## src/rtl/pipe_hazard_ctl_pkg.sv

```systemverilog
// Shared types and constants for the pipeline stall/flush scheduler.
package pipe_ctl_pkg;

    typedef enum logic {
        RUN  = 1'b0,
        MEMW = 1'b1
    } ctl_state_e;

    localparam logic [1:0] PCSRC_SEQ = 2'b00;
    localparam logic [1:0] PCSRC_BR  = 2'b01;
    localparam logic [1:0] PCSRC_JR  = 2'b10;
    localparam logic [1:0] PCSRC_J   = 2'b11;

    localparam int MD_CNT_W   = 8;
    localparam int WAIT_CNT_W = 10;

endpackage

```

## src/rtl/pipe_hazard_ctl_if.sv

```systemverilog
// Bundle between the pipeline datapath (master) and the hazard scheduler (slave).
interface pipe_hazard_ctl_if;
    logic [4:0] d_rs;
    logic [4:0] d_rt;
    logic       d_use_rs;
    logic       d_use_rt;
    logic [4:0] ern;
    logic       ewreg;
    logic       em2reg;
    logic [1:0] pcsource;
    logic       d_md;
    logic       d_mfhilo;
    logic       mem_req;
    logic       mem_ready;
    logic       wpcir;
    logic       d_bubble;
    logic       f_flush;
    logic       pipe_en;
    logic       md_start;
    logic       md_busy;
    logic       mem_err;

    modport master (
        output d_rs, d_rt, d_use_rs, d_use_rt, ern, ewreg, em2reg, pcsource,
               d_md, d_mfhilo, mem_req, mem_ready,
        input  wpcir, d_bubble, f_flush, pipe_en, md_start, md_busy, mem_err
    );

    modport slave (
        input  d_rs, d_rt, d_use_rs, d_use_rt, ern, ewreg, em2reg, pcsource,
               d_md, d_mfhilo, mem_req, mem_ready,
        output wpcir, d_bubble, f_flush, pipe_en, md_start, md_busy, mem_err
    );
endinterface

```

## src/rtl/pipe_hazard_ctl_sat_cnt.sv

```systemverilog
// Saturating event counter: holds at all-ones, clears on reset or clr.
module pipe_sat_cnt #(
    parameter int W = 16
) (
    input  logic         clock,
    input  logic         reset,
    input  logic         inc,
    input  logic         clr,
    output logic [W-1:0] cnt
);
    logic [W-1:0] cnt_reg;

    always_ff @(posedge clock) begin
        if (reset || clr) begin
            cnt_reg <= '0;
        end else if (inc && (cnt_reg != '1)) begin
            cnt_reg <= cnt_reg + W'(1);
        end
    end

    assign cnt = cnt_reg;
endmodule

```

## src/rtl/pipe_hazard_ctl.sv

```systemverilog
// Stall/flush/freeze scheduler for the 5-stage pipe, plus mul/div occupancy tracking.
// Optional performance counters are built when PIPE_PERF_CNT_EN is defined.
module pipe_hazard_ctl
    import pipe_ctl_pkg::*;
#(
    parameter int MD_CYCLES   = 32,
    parameter int MEM_TIMEOUT = 64,
    parameter int CNT_W       = 16
) (
    input  logic                clock,
    input  logic                reset,
    pipe_hazard_ctl_if.slave    bus
`ifdef PIPE_PERF_CNT_EN
    ,
    output logic [CNT_W-1:0]    lu_stall_cnt,
    output logic [CNT_W-1:0]    md_stall_cnt,
    output logic [CNT_W-1:0]    flush_cnt,
    output logic [CNT_W-1:0]    freeze_cnt
`endif
);

    if (MD_CYCLES < 2 || MD_CYCLES > 255 || MEM_TIMEOUT < 2 || MEM_TIMEOUT > 1023 || CNT_W < 1)
    begin : g_param_check
        $error("pipe_hazard_ctl: parameter out of range");
    end

    ctl_state_e              state_reg;
    logic [MD_CNT_W-1:0]     md_cnt_reg;
    logic [WAIT_CNT_W-1:0]   wait_cnt_reg;

    logic tmo;
    logic load_use;
    logic md_haz;
    logic p1_freeze;
    logic p2_lu;
    logic p3_md;
    logic p4_flush;
    logic stall;
    logic md_start_int;

    always_comb begin
        tmo       = (state_reg == MEMW) && (wait_cnt_reg == WAIT_CNT_W'(MEM_TIMEOUT - 1));
        load_use  = bus.ewreg && bus.em2reg && (bus.ern != 5'd0) &&
                    ((bus.d_use_rs && (bus.ern == bus.d_rs)) ||
                     (bus.d_use_rt && (bus.ern == bus.d_rt)));
        md_haz    = (bus.d_md || bus.d_mfhilo) && (md_cnt_reg != '0);
        p1_freeze = bus.mem_req && !bus.mem_ready && !tmo;
        p2_lu     = !p1_freeze && load_use;
        p3_md     = !p1_freeze && !load_use && md_haz;
        stall     = p1_freeze || p2_lu || p3_md;
        // A stalled branch is simply re-resolved next cycle, so flush only when nothing stalls.
        p4_flush  = !stall && (bus.pcsource != PCSRC_SEQ);
        md_start_int = bus.d_md && !stall;
    end

    assign bus.pipe_en  = !p1_freeze;
    assign bus.wpcir    = !stall;
    assign bus.d_bubble = p2_lu || p3_md;
    assign bus.f_flush  = p4_flush;
    assign bus.md_start = md_start_int;
    assign bus.md_busy  = (md_cnt_reg != '0);
    assign bus.mem_err  = tmo;

    always_ff @(posedge clock) begin
        if (reset) begin
            state_reg    <= RUN;
            md_cnt_reg   <= '0;
            wait_cnt_reg <= '0;
        end else begin
            if (md_start_int) begin
                md_cnt_reg <= MD_CNT_W'(MD_CYCLES);
            end else if (md_cnt_reg != '0) begin
                md_cnt_reg <= md_cnt_reg - MD_CNT_W'(1);
            end

            // wait_cnt counts every freeze cycle of the episode, including the entry cycle.
            unique case (state_reg)
                RUN: begin
                    if (p1_freeze) begin
                        state_reg    <= MEMW;
                        wait_cnt_reg <= WAIT_CNT_W'(1);
                    end else begin
                        wait_cnt_reg <= '0;
                    end
                end
                MEMW: begin
                    if (bus.mem_ready || !bus.mem_req || tmo) begin
                        state_reg    <= RUN;
                        wait_cnt_reg <= '0;
                    end else begin
                        wait_cnt_reg <= wait_cnt_reg + WAIT_CNT_W'(1);
                    end
                end
                default: begin
                    state_reg    <= RUN;
                    wait_cnt_reg <= '0;
                end
            endcase
        end
    end

`ifdef PIPE_PERF_CNT_EN
    logic [3:0]       perf_inc;
    logic [CNT_W-1:0] perf_cnt [4];

    assign perf_inc = {p1_freeze, p4_flush, p3_md, p2_lu};

    genvar gi;
    for (gi = 0; gi < 4; gi++) begin : g_perf
        pipe_sat_cnt #(.W(CNT_W)) u_cnt (
            .clock (clock),
            .reset (reset),
            .inc   (perf_inc[gi]),
            .clr   (1'b0),
            .cnt   (perf_cnt[gi])
        );
    end

    assign lu_stall_cnt = perf_cnt[0];
    assign md_stall_cnt = perf_cnt[1];
    assign flush_cnt    = perf_cnt[2];
    assign freeze_cnt   = perf_cnt[3];
`endif

endmodule
```

## src/flat_wrapper.sv

```systemverilog
// flat-port wrapper written by rule: the top's interface ports become plain ports
module pipe_hazard_ctl_flat import pipe_ctl_pkg::*;
#(
    parameter int MD_CYCLES   = 32,
    parameter int MEM_TIMEOUT = 64,
    parameter int CNT_W       = 16
)
  (clock, reset, bus_d_rs, bus_d_rt, bus_d_use_rs, bus_d_use_rt, bus_ern, bus_ewreg, bus_em2reg, bus_pcsource, bus_d_md, bus_d_mfhilo, bus_mem_req, bus_mem_ready, bus_wpcir, bus_d_bubble, bus_f_flush, bus_pipe_en, bus_md_start, bus_md_busy, bus_mem_err);
  pipe_hazard_ctl_if bus_i ();
  input  logic clock;
  input  logic reset;
  input wire logic [$bits(bus_i.d_rs)-1:0] bus_d_rs;
  input wire logic [$bits(bus_i.d_rt)-1:0] bus_d_rt;
  input wire logic [$bits(bus_i.d_use_rs)-1:0] bus_d_use_rs;
  input wire logic [$bits(bus_i.d_use_rt)-1:0] bus_d_use_rt;
  input wire logic [$bits(bus_i.ern)-1:0] bus_ern;
  input wire logic [$bits(bus_i.ewreg)-1:0] bus_ewreg;
  input wire logic [$bits(bus_i.em2reg)-1:0] bus_em2reg;
  input wire logic [$bits(bus_i.pcsource)-1:0] bus_pcsource;
  input wire logic [$bits(bus_i.d_md)-1:0] bus_d_md;
  input wire logic [$bits(bus_i.d_mfhilo)-1:0] bus_d_mfhilo;
  input wire logic [$bits(bus_i.mem_req)-1:0] bus_mem_req;
  input wire logic [$bits(bus_i.mem_ready)-1:0] bus_mem_ready;
  output wire logic [$bits(bus_i.wpcir)-1:0] bus_wpcir;
  output wire logic [$bits(bus_i.d_bubble)-1:0] bus_d_bubble;
  output wire logic [$bits(bus_i.f_flush)-1:0] bus_f_flush;
  output wire logic [$bits(bus_i.pipe_en)-1:0] bus_pipe_en;
  output wire logic [$bits(bus_i.md_start)-1:0] bus_md_start;
  output wire logic [$bits(bus_i.md_busy)-1:0] bus_md_busy;
  output wire logic [$bits(bus_i.mem_err)-1:0] bus_mem_err;
  assign bus_i.d_rs = bus_d_rs;
  assign bus_i.d_rt = bus_d_rt;
  assign bus_i.d_use_rs = bus_d_use_rs;
  assign bus_i.d_use_rt = bus_d_use_rt;
  assign bus_i.ern = bus_ern;
  assign bus_i.ewreg = bus_ewreg;
  assign bus_i.em2reg = bus_em2reg;
  assign bus_i.pcsource = bus_pcsource;
  assign bus_i.d_md = bus_d_md;
  assign bus_i.d_mfhilo = bus_d_mfhilo;
  assign bus_i.mem_req = bus_mem_req;
  assign bus_i.mem_ready = bus_mem_ready;
  assign bus_wpcir = bus_i.wpcir;
  assign bus_d_bubble = bus_i.d_bubble;
  assign bus_f_flush = bus_i.f_flush;
  assign bus_pipe_en = bus_i.pipe_en;
  assign bus_md_start = bus_i.md_start;
  assign bus_md_busy = bus_i.md_busy;
  assign bus_mem_err = bus_i.mem_err;
  pipe_hazard_ctl #(.MD_CYCLES(MD_CYCLES), .MEM_TIMEOUT(MEM_TIMEOUT), .CNT_W(CNT_W)) u_core (.clock(clock), .reset(reset), .bus(bus_i));
endmodule
```

## config.mk

```make
export PLATFORM = sky130hd
export DESIGN_NAME = pipe_hazard_ctl_flat
export DESIGN_NICKNAME = d
export VERILOG_FILES = /design/src/rtl/pipe_hazard_ctl_pkg.sv /design/src/rtl/pipe_hazard_ctl_if.sv /design/src/rtl/pipe_hazard_ctl_sat_cnt.sv /design/src/rtl/pipe_hazard_ctl.sv /design/src/flat_wrapper.sv
export SDC_FILE = /design/constraint.sdc
export NUM_CORES = 1
export LEC_CHECK = 0
export ABC_AREA = 1
export CAP_MARGIN = 20
export CELL_PAD_IN_SITES_DETAIL_PLACEMENT = 0
export CELL_PAD_IN_SITES_GLOBAL_PLACEMENT = 1
export CORE_ASPECT_RATIO = 0.75
export CORE_MARGIN = 4
export CORE_UTILIZATION = 36
export CTS_CLUSTER_DIAMETER = 50
export DETAILED_ROUTE_END_ITERATION = 16
export PLACE_DENSITY_LB_ADDON = 0.1
export REMOVE_ABC_BUFFERS = 1
export SYNTH_ARGS = -nofsm -noshare
export SYNTH_HDL_FRONTEND = slang
export SYNTH_SLANG_ARGS = --single-unit
export TNS_END_PERCENT = 50
```

## constraint.sdc

```tcl
create_clock -name clock -period 4.3 [get_ports clock]
set_clock_uncertainty 0.2 [all_clocks]
set_input_delay 0.86 -clock clock [delete_from_list [all_inputs] [get_ports clock]]
set_output_delay 0.86 -clock clock [all_outputs]
set_load 0.005 [all_outputs]
```

==> impl_metrics.toml, run 1 <==
[synthesis]
mappedNetlistArea_um2 = 1290
synth_area_leader_cell = "dfxtp_1"
synth.avg_cell_area_um2 = 7.06
synth.yosys.warnings = 0
synthCells = 183
yosys_register_bits = 19
post_synth_num_cell_types = 28
fraction_of_post_synthesis_cell_area_in_the_top_cell_type_by_area = 0.295
synth.top_cells.by_area = "dfxtp_1 (29%), nand2_1 (14%), nor2_1 (6.4%), inv_1 (5.8%), xor2_1 (4.1%)"
synth_sequential_area_ratio = 0.295

[route]
detail-route-antenna-nets = 0
route.final.wire_length_mm = 2.63
drc = 0
vias = 1156
detail_route.wl_per_cell_um = 10.1
drt-initial-drc-count = 39
via_per_inst = 4.45
detailedRoute.firstPassIterationCount = 4

[worst_setup_path]
worst_setup_path_start_kind = "primary input"
internal_reg_to_reg_setup_slack_ns = 2.54
timing_worst_setup_path_type = "in -> out"
critPathMostFrequentCell = "nand2_1"
path_max_fanout = 4
path_cells = "clkdlybuf4s50_1 -> nand2_1 -> nand2_1 -> nor2_1 -> nand3_1 -> nand2_1 -> nand2_1 -> nand2_1 -> nor2_2 -> o21a_1 -> clkdlybuf4s50_1"
critical_path.endpoint_type = "output pin"
cp_slowest_cell = "clkdlybuf4s50_1"
worstSetupPathDepth = 11
rr_endpoint = "u_core.md_cnt_reg[0]"
worst-path-buf-inv = 2
critical-path-max-stage-delay_ns = 0.55
worst_path_arrival_ns = 2.64
cpLargestDelayFamily = "buffers and inverters"
crit_start = "bus_ern[1]"
reg2reg_depth = 8
critical_path.reg2reg.startpoint = "u_core.wait_cnt_reg[0]"
cp_data_required_time_ns = 3.24
setup.worst_path.end = "bus_f_flush"

[timing]
rsz0062_at_grt = "no"
fin_crit_ns = 3.70
worst_margin_pin_slew_ns = 0.222
setup-violations-final = 0
finalSetupTns_ns = 0
worst_hold_slack_ns = 0.296
min_period_over_period = 0.860
timing_max_transition_violations_final = 0
finalHoldViolations = 0
slew-limit-headroom = 0.852
maxClockFrequency_mhz = 270

[placement]
port-buffer-count = 33
place_area_um2 = 1670
dp.final_hpwl_mm = 2.16
place_inst = 256
placer_congestion = 0.816

[floorplan]
core_area_um2 = 3380
die_area_um2 = 4620
rows = 18
starting_utilization_of_the_core_area = 0.382
number_of_top_level_design_ports = 34
width_of_the_die_um = 77.2
die-height_um = 59.9

[finish]
drive_above_1_share = 0.205
largest_register_ffs = 10
multiInputGateArea_um2 = 751
nNetsFinal = 251
post-route-cell-area_um2 = 1720
antenna_cells_inserted = 0
fin_cells = 260
flow.area_growth_from_synthesis_pct = 33.2
register_area_um2 = 380
number_of_filler_instances_in_the_final_layout = 330

[clock_network]
clock-root-buffer = "clkbuf_8"
ctsLongestPathBuffers = 2
post_cts_hold_buffer_count = 0
cts_tree = "built"
clkSlewWorstSetupHoldPaths_ns = 0.07
cts.repair_timing.setup_buffer_count = 0
worstSkewPairLatency_ns = 0.25
number_of_cts_inserted_buffers = 3
post_cts_resize_count = 0
clock_sinks = 19
cts.htree.levels = 1

[pwr]
power-per-cell-area_nw_per_um2 = 490
leakage_nw = 0.734
fin_total_pwr_w = 0.000844
power.ir.vdd_worst_mv = 0.255

[grt]
pin_count_of_the_biggest_net_entering_global_routing = 13
gr-total-overflow = 0
globalRouteTotalUtil = 0.125
via_count_of_the_first_global_routing_pass = 1043
antenna_found_initial = 0
grt_pass1_wl_mm = 4.64

[worst_hold_path]
hold_path_class = "reg -> reg"

[outcome]
run_status = "completed"

[run]
maxCapViolCount = 0
==> placed cells by master (no fill, tap or decap), drive strengths merged, types with 4 or more instances in the layout <==
cell type and instances:
o21ai 4, nor2 33, xor2 6, dfxtp 19, inv 32, nand2 52
a21oi 5, nand4 6, nand3 9, clkdlybuf4s50 33
==> where the power goes <==
part	switching, W	total (W)	leakage, nW	internal, W
clock	0.0000592	0.000124	0.0217	0.0000652
sequential	0.0000189	0.000231	0.155	0.000212
combinational	0.000243	0.000489	0.558	0.000246
total	0.000321	0.000844	0.734	0.000522
==> layout make-up <==
cell class / count / area share
multi-input cells: 129 / 0.436
flip-flops and latches: 19 / 0.221
repair buffers: 33 / 0.192
inverters: 35 / 0.0931
well taps: 40 / 0.0291
clock buffers: 3 / 0.0240
clock inverters: 1 / 0.00436
==> routing by layer <==
metal | track usage | up-vias | wire length, um
met5 | 0 | - | 0
met4 | 0.0228 | 0 | 11
met3 | 0.0437 | 2 | 169
met2 | 0.191 | 29 | 1000
met1 | 0.172 | 487 | 1450
li1 | - | 638 | -
==> synthesized netlist by cell type (all sizes together) <==
cell	instances
nand2	52
nor2	33
inv	32
dfxtp	19
nand3	9
nand4	6
xor2	6
a21oi	5
o21ai	4
ha	3
nor3	3
nor3b	3
bufinv	2
a211oi	1
a21boi	1
clkinv	1
mux2	1
o21a	1
or2	1
==> worst reg2reg max path: stages, from the launching register on <==
cell and delay (ns):
dfxtp_1 0.40, ha_1 0.20, nand2_1 0.11, nor2_4 0.14
nand4_2 0.14, nand2_4 0.14, nand4_4 0.14, nand2_4 0.16
nor2_2 0.04
==> worst min-delay path by stage <==
stage,slack [ns],end,from,depth (start not counted)
after global placement,0.27,u_core.wait_cnt_reg[3],u_core.wait_cnt_reg[3],2
after floorplan,0.26,u_core.wait_cnt_reg[4],u_core.wait_cnt_reg[4],2
final,0.30,u_core.wait_cnt_reg[4],u_core.wait_cnt_reg[4],2
after global routing,0.33,u_core.wait_cnt_reg[3],u_core.wait_cnt_reg[3],2
after detailed placement,0.29,u_core.wait_cnt_reg[4],u_core.wait_cnt_reg[4],2
after CTS,0.30,u_core.wait_cnt_reg[4],u_core.wait_cnt_reg[4],2
==> logic make-up (layout without fill, tap and decap cells) <==
family,count (synthesis),count (layout),share of synthesized area
simple gates,107,107,0.439
compound gates,12,12,0.0610
fa+ha+maj,3,3,0.0291
xor+xnor,6,6,0.0407
mux,1,1,0.0116
buf+inv,35,72,0.124
flops,19,19,0.295
==> through the flow <==
stage	util	setup slack [ns]
after floorplan	-	1.66
after global placement	0.495	0.617
after detailed placement	0.495	0.590
after CTS	0.509	0.580
after global routing	0.509	0.390
final	0.509	0.600
Power figures use the tool's default switching activity.
==> run 2, diff against run 1 <==
Settings changed: CORE_UTILIZATION 36 to 38, CTS_BUF_LIST set to sky130_fd_sc_hd__clkbuf_4.
==> run 2 against run 1 <==
Die area fell by 4.6%. Flip-flop and latch count stayed put. Hold slack got worse by 0.0045 ns. Global-route usage grew 0.79 points. Critical path depth rose by 1. Largest cell class unchanged.
==> impl_metrics.toml, run 2 (synthesis gave the netlist of run 1 again) <==
[grt]
grt_pass1_wl_mm = 4.53
gr-total-overflow = 0
antenna_found_initial = 0
via_count_of_the_first_global_routing_pass = 1092
globalRouteTotalUtil = 0.133
pin_count_of_the_biggest_net_entering_global_routing = 13

[timing]
finalWorstSetupSlack_ns = 0.623
worst_hold_slack_ns = 0.291
fin_crit_ns = 3.68
timing_max_transition_violations_final = 0
maxClockFrequency_mhz = 272
setup-violations-final = 0
slew-limit-headroom = 0.850
finalHoldViolations = 0
rsz0062_at_grt = "no"
min_period_over_period = 0.855
worst_margin_pin_slew_ns = 0.224
finalSetupTns_ns = 0

[run]
maxCapViolCount = 0

[pwr]
leakage_nw = 0.726
fin_total_pwr_w = 0.000813
power-per-cell-area_nw_per_um2 = 478
power.ir.vdd_worst_mv = 0.366

[floorplan]
die-height_um = 58.5
number_of_top_level_design_ports = 34
core_area_um2 = 3290
rows = 18
width_of_the_die_um = 75.3
die_area_um2 = 4400
starting_utilization_of_the_core_area = 0.393

[worst_setup_path]
critical_path.endpoint_type = "output pin"
critical-path-max-stage-delay_ns = 0.49
critPathMostFrequentCell = "nand2_1"
cp_slowest_cell = "clkdlybuf4s50_1"
worst_setup_path_start_kind = "primary input"
crit_start = "bus_ern[0]"
rr_endpoint = "u_core.md_cnt_reg[6]"
path_cells = "clkdlybuf4s50_1 -> inv_1 -> nand2_1 -> nand2_1 -> nor2_1 -> nand3_1 -> nand2_1 -> nand2_1 -> nand2_1 -> nor2_2 -> o21a_1 -> clkdlybuf4s50_1"
setup.worst_path.end = "bus_f_flush"
worst_path_arrival_ns = 2.62
reg2reg_depth = 8
critical_path.reg2reg.startpoint = "u_core.wait_cnt_reg[0]"
path_max_fanout = 4
timing_worst_setup_path_type = "in -> out"
internal_reg_to_reg_setup_slack_ns = 2.54
cp_data_required_time_ns = 3.24

[route]
detail_route.wl_per_cell_um = 10.2
detail-route-antenna-nets = 0
route.final.wire_length_mm = 2.65
via_per_inst = 4.50
vias = 1170
drt-initial-drc-count = 34
detailedRoute.firstPassIterationCount = 4
drc = 0

[clock_network]
cts.repair_timing.setup_buffer_count = 0
cts.htree.levels = 1
number_of_cts_inserted_buffers = 3
post_cts_resize_count = 0
clock_sinks = 19
ctsLongestPathBuffers = 2
clock-root-buffer = "clkbuf_4"
clkSlewWorstSetupHoldPaths_ns = 0.12
cts_tree = "built"
post_cts_hold_buffer_count = 0
worstSkewPairLatency_ns = 0.31

[finish]
antenna_cells_inserted = 0
mostFrequentLayoutCell = "nand2_1"
largest_register_ffs = 10
drive_above_1_share = 0.205
number_of_filler_instances_in_the_final_layout = 337
postLayoutCoreUtil = 0.518
flow.area_growth_from_synthesis_pct = 31.8
most-common-layout-cells = "nand2_1 (47), clkdlybuf4s50_1 (33), nor2_1 (22)"
nNetsFinal = 251

[placement]
detailedPlace.worstSlack_ns = 0.599
placer_congestion = 0.804
port-buffer-count = 33
dp.final_hpwl_mm = 2.19

[outcome]
run_status = "completed"

[worst_hold_path]
hold_path_class = "reg -> reg"
==> run 2: changes by cell type in the layout (fill, tap and decap cells not counted) <==
| cell | previous run | this run |
|---|---|---|
| clkbuf_8 | 3 | 0 |
| clkbuf_4 | 0 | 3 |
==> run 2: metal layers <==
metal  track usage  part of all wire
met5             0                 0
met4        0.0524             0.015
met3        0.0375             0.083
met2         0.205              0.42
met1         0.174              0.48
==> run 2: cell type report <==
cell class / instances / area (um2) / share of cell area
well taps: 40 / 50.0 / 0.0294
flip-flops and latches: 19 / 380 / 0.224
repair buffers: 33 / 330 / 0.194
clock buffers: 3 / 22.5 / 0.0132
multi-input cells: 129 / 751 / 0.441
inverters: 35 / 160 / 0.0941
clock inverters: 1 / 7.51 / 0.00441
==> run 2: how the worst min path moves through the flow <==
stage / start / endpoint / cells after the start
3_3_place_gp: u_core.wait_cnt_reg[3] / u_core.wait_cnt_reg[3] / 2
4_1_cts: u_core.wait_cnt_reg[3] / u_core.wait_cnt_reg[3] / 2
5_1_grt: u_core.wait_cnt_reg[4] / u_core.wait_cnt_reg[4] / 2
3_5_place_dp: u_core.wait_cnt_reg[3] / u_core.wait_cnt_reg[3] / 2
2_1_floorplan: u_core.wait_cnt_reg[4] / u_core.wait_cnt_reg[4] / 2
6_report: u_core.wait_cnt_reg[4] / u_core.wait_cnt_reg[4] / 2
==> run 2: metrics by stage <==
stage	area (um2)	std cells
after detailed placement	1670	256
after global routing	1700	260
after CTS	1700	260
after floorplan	1290	183
final	1700	260
after global placement	1670	256
==> run 2: critical path: cells and delay by family <==
kind / cells / cell delay [ns]
AO/OA/AOI/OAI: 1 / 0.12
buffers and inverters: 3 / 1.05
AND/OR/NAND/NOR: 8 / 0.59
==> run 2: power breakdown <==
| part | internal (W) | switching [W] |
|---|---|---|
| clock | 0.0000355 | 0.0000585 |
| combinational | 0.000245 | 0.000243 |
| sequential | 0.000212 | 0.0000190 |
==> run 3, diff against run 2 <==
Settings changed: CORE_UTILIZATION 38 to 35.
Clock period 4.3 ns to 3.5 ns, I/O delays scaled along.
==> run 3 against run 2 <==
Final cell count rose by 3.8%. Flip-flop and latch count unchanged. Wire length is 3.8% higher. Clock power up 15%. Die area up 7.5%. Register-to-register slack worse by 0.79 ns. Core utilization fell by 1.6 points. Largest power group unchanged.
==> impl_metrics.toml, run 3 (synthesis gave the netlist of run 1 again) <==
[floorplan]
rows = 18
die_area_um2 = 4730
core_area_um2 = 3420
starting_utilization_of_the_core_area = 0.377
die-height_um = 60.6
number_of_top_level_design_ports = 34
width_of_the_die_um = 78.1

[worst_hold_path]
worst_hold_path.endpoint = "u_core.wait_cnt_reg[4]"
hold_path_class = "reg -> reg"
hold-path-cell-count = 2
hold_path_startpoint = "u_core.wait_cnt_reg[4]"

[grt]
pin_count_of_the_biggest_net_entering_global_routing = 12
globalRouteTotalUtil = 0.127
via_count_of_the_first_global_routing_pass = 1081
grt_pass1_wl_mm = 4.76
gr-total-overflow = 0
antenna_found_initial = 0

[finish]
nNetsFinal = 251
postLayoutCoreUtil = 0.501
flow.area_growth_from_synthesis_pct = 32.9
most-common-layout-cells = "nand2_1 (47), clkdlybuf4s50_1 (31), nor2_1 (22)"
antenna_cells_inserted = 0
largest_register_ffs = 10
drive_above_1_share = 0.205
number_of_filler_instances_in_the_final_layout = 372
mostFrequentLayoutCell = "nand2_1"
fin_cells = 270

[clock_network]
cts.repair_timing.setup_buffer_count = 0
clock-root-buffer = "clkbuf_4"
post_cts_hold_buffer_count = 0
number_of_cts_inserted_buffers = 3
clock_sinks = 19
worstSkewPairLatency_ns = 0.29
ctsLongestPathBuffers = 2
post_cts_resize_count = 0
clkSlewWorstSetupHoldPaths_ns = 0.11
cts.htree.levels = 1
cts_tree = "built"

[timing]
rsz0062_at_grt = "no"
maxClockFrequency_mhz = 300
min_period_over_period = 0.952
worst_hold_slack_ns = 0.288
finalSetupTns_ns = 0
setup-violations-final = 0
finalHoldViolations = 0
timing_max_transition_violations_final = 0
fin_crit_ns = 3.33
worst_margin_pin_slew_ns = 0.226
slew-limit-headroom = 0.848

[route]
detailedRoute.firstPassIterationCount = 6
drc = 0
via_per_inst = 4.27
drt-initial-drc-count = 30
route.final.wire_length_mm = 2.75
detail_route.wl_per_cell_um = 10.2
detail-route-antenna-nets = 0
vias = 1153

[pwr]
leakage_nw = 0.749
power.ir.vdd_worst_mv = 0.320
power-per-cell-area_nw_per_um2 = 582

[worst_setup_path]
internal_reg_to_reg_setup_slack_ns = 1.75
cp_data_required_time_ns = 2.60
critical_path.endpoint_type = "output pin"
timing_worst_setup_path_type = "in -> out"
critical_path.reg2reg.startpoint = "u_core.wait_cnt_reg[0]"
worst_setup_path_start_kind = "primary input"
worst_path_arrival_ns = 2.43
rr_endpoint = "u_core.md_cnt_reg[3]"
reg2reg_depth = 8
path_max_fanout = 4

[outcome]
run_status = "completed"

[placement]
place_inst = 266
placer_congestion = 0.819
port-buffer-count = 33
dp.final_hpwl_mm = 2.26

[run]
maxCapViolCount = 0
run 3: area by class of cell:
type,instances,area [um2],share of cell area
multi-input combinational,129,751,0.437
inverter,35,160,0.0933
tap,50,62.6,0.0364
clock buffer,3,22.5,0.0131
sequential,19,380,0.222
clock inverter,1,5.00,0.00292
timing repair buffer,33,335,0.195
run 3: power breakdown:
part | switching (W) | internal, W | total (W)
Clock | 0.0000657 | 0.0000425 | 0.000108
Combinational | 0.000307 | 0.000301 | 0.000609
Sequential | 0.0000227 | 0.000260 | 0.000283
Total | 0.000396 | 0.000604 | 0.00100
run 3: worst max path at each step:
stage	start	end
final	bus_ern[2]	bus_f_flush
after detailed placement	bus_ern[1]	bus_f_flush
after global placement	bus_ern[1]	bus_f_flush
after CTS	bus_ern[1]	bus_f_flush
after floorplan	bus_ern[2]	bus_f_flush
after global routing	bus_ern[4]	bus_f_flush
run 3: layer usage:
metal,wire [um],track usage,vias to the layer above
met2,1080,0.190,24
met1,1480,0.175,485
li1,-,-,642
met4,17,0.0374,0
met3,180,0.0430,2
met5,0,0,-
run 3: critical path, cell delays in order:
cell and delay [ns]:
clkdlybuf4s50_1 0.49, inv_2 0.06, nor2_1 0.09, nor2_1 0.05, nand3_1 0.07, nand2_1 0.05
nand2_1 0.13, nand2_1 0.08, nor2_2 0.09, o21a_1 0.12, clkdlybuf4s50_1 0.49
run 3: through the flow:
step           cell area (um2)  power, W  worst slack [ns]
2_1_floorplan             1290  0.000737              1.18
3_3_place_gp              1680  0.000886             0.112
3_5_place_dp              1680  0.000899             0.114
4_1_cts                   1710   0.00102             0.103
5_1_grt                   1720   0.00110            0.0278
6_report                  1720   0.00100             0.167
